**src/rtl/bnn_pkg.sv**
```systemverilog
// Constants and types shared by the window generator and the convolution engine.
package bnn_pkg;

  localparam int K      = 5;
  localparam int PIX_W  = 8;
  localparam int NI_L1  = 28;
  localparam int NI_L2  = 12;
  localparam int NI_MAX = 28;
  localparam int TAPS_W = K * PIX_W;
  localparam int CNT_W  = 5;

  typedef enum logic {
    ST_IDLE = 1'b0,
    ST_RUN  = 1'b1
  } fsm_t;

  // Map width selected by the layer flag (0: layer 1, 1: layer 2).
  function automatic logic [CNT_W-1:0] ni_sel(input logic layer2);
    return layer2 ? CNT_W'(NI_L2) : CNT_W'(NI_L1);
  endfunction

endpackage

```
**src/rtl/line_mem.sv**
```systemverilog
// Four-line column-shift memory. Reads are combinational on the current
// column address; a write shifts that column up one line and stores the new
// pixel in the newest line, so the read sees pre-write contents.
module line_mem #(
  parameter int DEPTH = 28,
  parameter int W     = 8,
  parameter int AW    = 5
) (
  input  logic          clk,
  input  logic          i_we,
  input  logic [AW-1:0] i_addr,
  input  logic [W-1:0]  i_din,
  output logic [W-1:0]  o_l0,
  output logic [W-1:0]  o_l1,
  output logic [W-1:0]  o_l2,
  output logic [W-1:0]  o_l3
);

  logic [W-1:0] r_l0 [DEPTH];
  logic [W-1:0] r_l1 [DEPTH];
  logic [W-1:0] r_l2 [DEPTH];
  logic [W-1:0] r_l3 [DEPTH];

  assign o_l0 = r_l0[i_addr];
  assign o_l1 = r_l1[i_addr];
  assign o_l2 = r_l2[i_addr];
  assign o_l3 = r_l3[i_addr];

  // Column shift on write: oldest line drops out, incoming pixel enters newest.
  always_ff @(posedge clk) begin
    if (i_we) begin
      r_l0[i_addr] <= r_l1[i_addr];
      r_l1[i_addr] <= r_l2[i_addr];
      r_l2[i_addr] <= r_l3[i_addr];
      r_l3[i_addr] <= i_din;
    end
  end

endmodule

```
**src/rtl/line_buffer5.sv**
```systemverilog
// Window-column generator: buffers four rows of a raster pixel stream and
// emits one five-pixel column per accepted pixel, with window-valid flags.
module line_buffer5 #(
  parameter int K      = bnn_pkg::K,
  parameter int NI_MAX = bnn_pkg::NI_MAX
) (
  input  logic                         clk,
  input  logic                         rst,
  input  logic                         start,
  input  logic                         state,
  input  logic [bnn_pkg::PIX_W-1:0]    din,
  input  logic                         din_valid,
  output logic [K*bnn_pkg::PIX_W-1:0]  taps,
  output logic                         taps_valid,
  output logic                         win_valid,
  output logic                         busy,
  output logic                         done
);

  import bnn_pkg::*;

  localparam int TW = K * PIX_W;

  fsm_t             r_fsm;
  fsm_t             w_fsm_nxt;
  logic [CNT_W-1:0] r_col;
  logic [CNT_W-1:0] r_row;
  logic [CNT_W-1:0] r_ni;
  logic             w_accept;
  logic             w_col_last;
  logic             w_row_last;
  logic             w_frame_last;
  logic [PIX_W-1:0] w_l0;
  logic [PIX_W-1:0] w_l1;
  logic [PIX_W-1:0] w_l2;
  logic [PIX_W-1:0] w_l3;

  // start overrides a same-cycle pixel, which is discarded.
  assign w_accept     = din_valid && (r_fsm == ST_RUN) && !start;
  assign w_col_last   = (r_col == (r_ni - 5'd1));
  assign w_row_last   = (r_row == (r_ni - 5'd1));
  assign w_frame_last = w_col_last && w_row_last;

  line_mem #(
    .DEPTH (NI_MAX),
    .W     (PIX_W),
    .AW    (CNT_W)
  ) u_line_mem (
    .clk    (clk),
    .i_we   (w_accept),
    .i_addr (r_col),
    .i_din  (din),
    .o_l0   (w_l0),
    .o_l1   (w_l1),
    .o_l2   (w_l2),
    .o_l3   (w_l3)
  );

  // Frame FSM next state: start (re)enters RUN, the last pixel returns to IDLE.
  always_comb begin
    w_fsm_nxt = r_fsm;
    case (r_fsm)
      ST_IDLE: begin
        if (start) w_fsm_nxt = ST_RUN;
        else       w_fsm_nxt = ST_IDLE;
      end
      ST_RUN: begin
        if (start)                         w_fsm_nxt = ST_RUN;
        else if (w_accept && w_frame_last) w_fsm_nxt = ST_IDLE;
        else                               w_fsm_nxt = ST_RUN;
      end
      default: w_fsm_nxt = ST_IDLE;
    endcase
  end

  // Frame FSM state register.
  always_ff @(posedge clk or posedge rst) begin
    if (rst) r_fsm <= ST_IDLE;
    else     r_fsm <= w_fsm_nxt;
  end

  // Raster counters and latched map width; start clears and relatches.
  always_ff @(posedge clk or posedge rst) begin
    if (rst) begin
      r_col <= 5'd0;
      r_row <= 5'd0;
      r_ni  <= ni_sel(1'b0);
    end else if (start) begin
      r_col <= 5'd0;
      r_row <= 5'd0;
      r_ni  <= ni_sel(state);
    end else if (w_accept) begin
      if (w_col_last) begin
        r_col <= 5'd0;
        r_row <= w_row_last ? 5'd0 : r_row + 5'd1;
      end else begin
        r_col <= r_col + 5'd1;
      end
    end
  end

  // Registered outputs: column, validity flags, busy and end-of-frame pulse.
  always_ff @(posedge clk or posedge rst) begin
    if (rst) begin
      taps       <= {TW{1'b0}};
      taps_valid <= 1'b0;
      win_valid  <= 1'b0;
      busy       <= 1'b0;
      done       <= 1'b0;
    end else begin
      if (w_accept) taps <= {w_l0, w_l1, w_l2, w_l3, din};
      taps_valid <= w_accept && (r_row >= 5'd4);
      win_valid  <= w_accept && (r_row >= 5'd4) && (r_col >= 5'd4);
      busy       <= (w_fsm_nxt == ST_RUN);
      done       <= w_accept && w_frame_last;
    end
  end

endmodule

```
**config.mk**
```make
export PLATFORM = sky130hd
export DESIGN_NAME = line_buffer5
export DESIGN_NICKNAME = d
export VERILOG_FILES = /design/src/rtl/bnn_pkg.sv /design/src/rtl/line_mem.sv /design/src/rtl/line_buffer5.sv
export SDC_FILE = /design/constraint.sdc
export NUM_CORES = 1
export LEC_CHECK = 0
export ABC_CLOCK_PERIOD_IN_PS = 4490
export CAP_MARGIN = 10
export CORE_ASPECT_RATIO = 1.1
export CORE_UTILIZATION = 30
export DETAILED_ROUTE_END_ITERATION = 7
export GPL_TIMING_DRIVEN = 0
export HOLD_SLACK_MARGIN = 0.15
export SLEW_MARGIN = 20
export SYNTH_ARGS = -nofsm -noshare
export SYNTH_HDL_FRONTEND = slang
export SYNTH_SLANG_ARGS = --single-unit
```
**constraint.sdc**
```tcl
create_clock -name clk -period 4.49 [get_ports clk]
set_clock_uncertainty 0.1 [all_clocks]
set_input_delay 1.347 -clock clk [delete_from_list [all_inputs] [get_ports clk]]
set_output_delay 1.347 -clock clk [all_outputs]
set_load 0.01 [all_outputs]
```
==> reports/results.ini <==
[synth]
yosysSeqAreaShare_pct = 77.7
avgSynthCellArea_um2 = 20.2
synth_warnings = 0
synthXorXnorAreaFrac_pct = 0.0481
synthTopCellsByCount = edfxtp_1 (896), mux2i_1 (197), mux4_2 (125)
synthArstFlopShare_pct = 5.78
synth_adder_area_share_pct = 0.206
synth_compound_area_share_pct = 3.68
synth_seq_cells = 951
synth_edf_count = 896
synth.net_count = 1826
ys_types = 62
syn_area_mm2 = 0.0364
synth.area.top_cells = edfxtp_1 (74%), mux4_2 (7.7%), mux2i_1 (5.4%), dfrtp_1 (3.7%), o22ai_1 (1.5%)
yosys.area_share.simple_pct = 2.90
synth_top_family_by_area = multiplexers
synth_largest_area_cell = edfxtp_1
synth_top_area_share_pct = 73.9
syn_inst = 1807
yosysMostFrequentCell = edfxtp_1
yosys-mux-area-fraction_pct = 13.9
synth-main-ff-cell = edfxtp_1

[pwr]
p_sw_share_pct = 21.9
p_leak_nw = 13.5
power.total_mw = 19.4
comb_power_share_pct = 6.4
powerDensity_mw_per_mm2 = 445
peakVddDrop_uv = 327
intPower_mw = 15.2
p_switching_mw = 4.26
clockPowerShare_pct = 42.1
seq_power_share_pct = 51.5

[setup_path]
required_ps = 4930
reg2reg_slack_ps = 120
r2r-end = taps[13]
slowest_stage = nand3_1
arrival_ps = 4810
crit_start = r_col[1]
r2r_start = r_col[1]
cp-end-kind = flip-flop
path_cells = buf_2 -> buf_6 -> clkbuf_1 -> mux2i_1 -> o22ai_1 -> nor4_1 -> nand3_1 -> mux2_2
crit_path_end = taps[13]
worst-setup-path-type = reg -> reg
cp_slowest_stage_delay_ps = 880
crit_fanout = 29
r2r_cells = 8
worstSetupStartpointType = flip-flop

[clock_network]
cts_buffer_depth = 3
clock_sinks = 951
cts_tree = done
clk_latency_ps = 670
root_buffer = clkbuf_16
htreeDepth = 3
cts_made_buffers = 92
cts_hold_buf = 0
path_clk_slew_ps = 60

[drt]
first_iter_violations = 2434
routed_via_density = 5.16
wl_met3_um = 8270
routed.top_layer = met5
postRouteAntennaNets = 0
wirelength_met1_um = 40600
vias = 19200
wl_met2_um = 51000
wl_per_cell_um = 27.9
dr.pass1.iters = 5
drc_errors = 0
wl_um = 104000

[timing]
finalHoldViolCount = 0
finalSetupViolations = 0
setup_ws_ps = 122
whs_ps = 384
rsz0062_at_grt = no
slew_violations = 0
max_freq_mhz = 229
relSlewSlack_pct = 16.1
worstMarginPinSlew_ps = 1260
min_period_ps = 4370
fin_crit_sh_pct = 97.3

[global_route]
grt_max_degree = 45
grt_pass1_wl_um = 145000
overflow = 0
antenna_found_initial = 2
grt_pass1_vias = 19500
grt_util_all_layers_pct = 16.7

[placement]
place_ws_ps = -878
port-buffer-count = 56
dp_hpwl_um = 66100
dpl-instance-area_mm2 = 0.0402
gp_congestion = 0.847

[run_status]
outcome = finished, final reports clean

[floorplanning]
core_area_mm2 = 0.120
ios = 57
rows = 133
die_x_um = 334
die_area_mm2 = 0.123
fp.dieH_um = 367
start_util_pct = 30.4

[finish]
nets = 2029
area_growth_pct = 19.9
drive_gt1_share_pct = 23.9
stdcell_area_mm2 = 0.0437
utilization_pct = 36.4

[worst_hold_path]
hold_class = reg -> reg

[run]
maxCapViolCount = 0

routing by layer:
metal | global-route usage (%) | vias to the layer above
met5 | 0 | -
met4 | 6.71 | 2
met3 | 2.88 | 200
met2 | 28.0 | 951
met1 | 21.4 | 10100
li1 | - | 7850
timing repair:
item / 4_1_cts / 5_1_grt
gates cloned: 0 / 0
pin swaps: 4 / 2
setup buffers: 8 / 3
gates resized for setup: 2 / 2
setup endpoints to repair: 153 / 83
logic make-up after synthesis:
| kind of cell | Yosys count |
|---|---|
| xor+xnor | 2 |
| simple gates | 210 |
| buf+inv | 105 |
| flops | 951 |
| fa+ha+maj | 6 |
| mux | 347 |
| compound gates | 186 |
layout by cell type, fill, tap and decap left out, drive strengths merged, types with 7 or more instances in the layout:
master,count
edfxtp,896
mux2i,197
clkbuf,140
buf,129
mux4,125
o22ai,87
nand2,61
dfrtp,54
clkdlybuf4s50,50
nor2,49
a22oi,42
clkinv,34
nand3,32
mux2,25
nor4,14
bufinv,14
a21oi,13
inv,11
clkinvlp,10
a211oi,9
nor3,7
and3,7
sequential cells by signal, indices dropped and copies added (netlist names):
name / cells
u_line_mem.r_l0: 224
u_line_mem.r_l1: 224
u_line_mem.r_l2: 224
u_line_mem.r_l3: 224
taps: 40
r_col: 5
r_row: 5
busy: 1
done: 1
r_ni: 1
taps_valid: 1
win_valid: 1
power groups by stage:
stage	Sequential, mW	Clock, mW	Combinational, mW
floorplan	10.2	0	0.641
finish	10.0	8.20	1.24
CTS	10.0	8.27	1.25
global placement	10.2	0	1.19
detailed placement	10.2	0	1.24
global route	10.0	8.58	1.32
area by class of cell:
class / instances / area, µm²
diodes: 1 / 2.50
fillers: 10800 / 76300
well taps: 1620 / 2030
flip-flops and latches: 951 / 28300
clock inverters: 63 / 766
multi-input cells: 751 / 7840
plain buffers: 98 / 561
inverters: 6 / 25.0
repair buffers: 110 / 1710
clock buffers: 111 / 2470
worst min-delay path by stage:
stage	start	endpoint	slack, ps	cells after the start
floorplan	r_ni[4]	r_ni[4]	400	2
detailed placement	taps[2]	taps[2]	370	2
global placement	taps[7]	taps[7]	380	2
global route	taps[2]	taps[2]	410	2
finish	taps[7]	taps[7]	380	2
CTS	taps[2]	taps[2]	390	2
worst max-delay path: cells and delay by family, from the launching register on:
| kind | cells | cell delay [ps] |
|---|---|---|
| buffers and inverters | 3 | 1190 |
| AO/OA/AOI/OAI | 1 | 100 |
| AND/OR/NAND/NOR | 2 | 1510 |
| multiplexers | 2 | 890 |
| flip-flops | 1 | 440 |
per-stage QoR:
stage               TNS [ps]  cells
floorplan                  0   1807
global placement    -2520020   3483
detailed placement   -467840   3526
CTS                        0   3707
global route               0   3710
finish                     0   3711
Power figures use the tool's default switching activity.
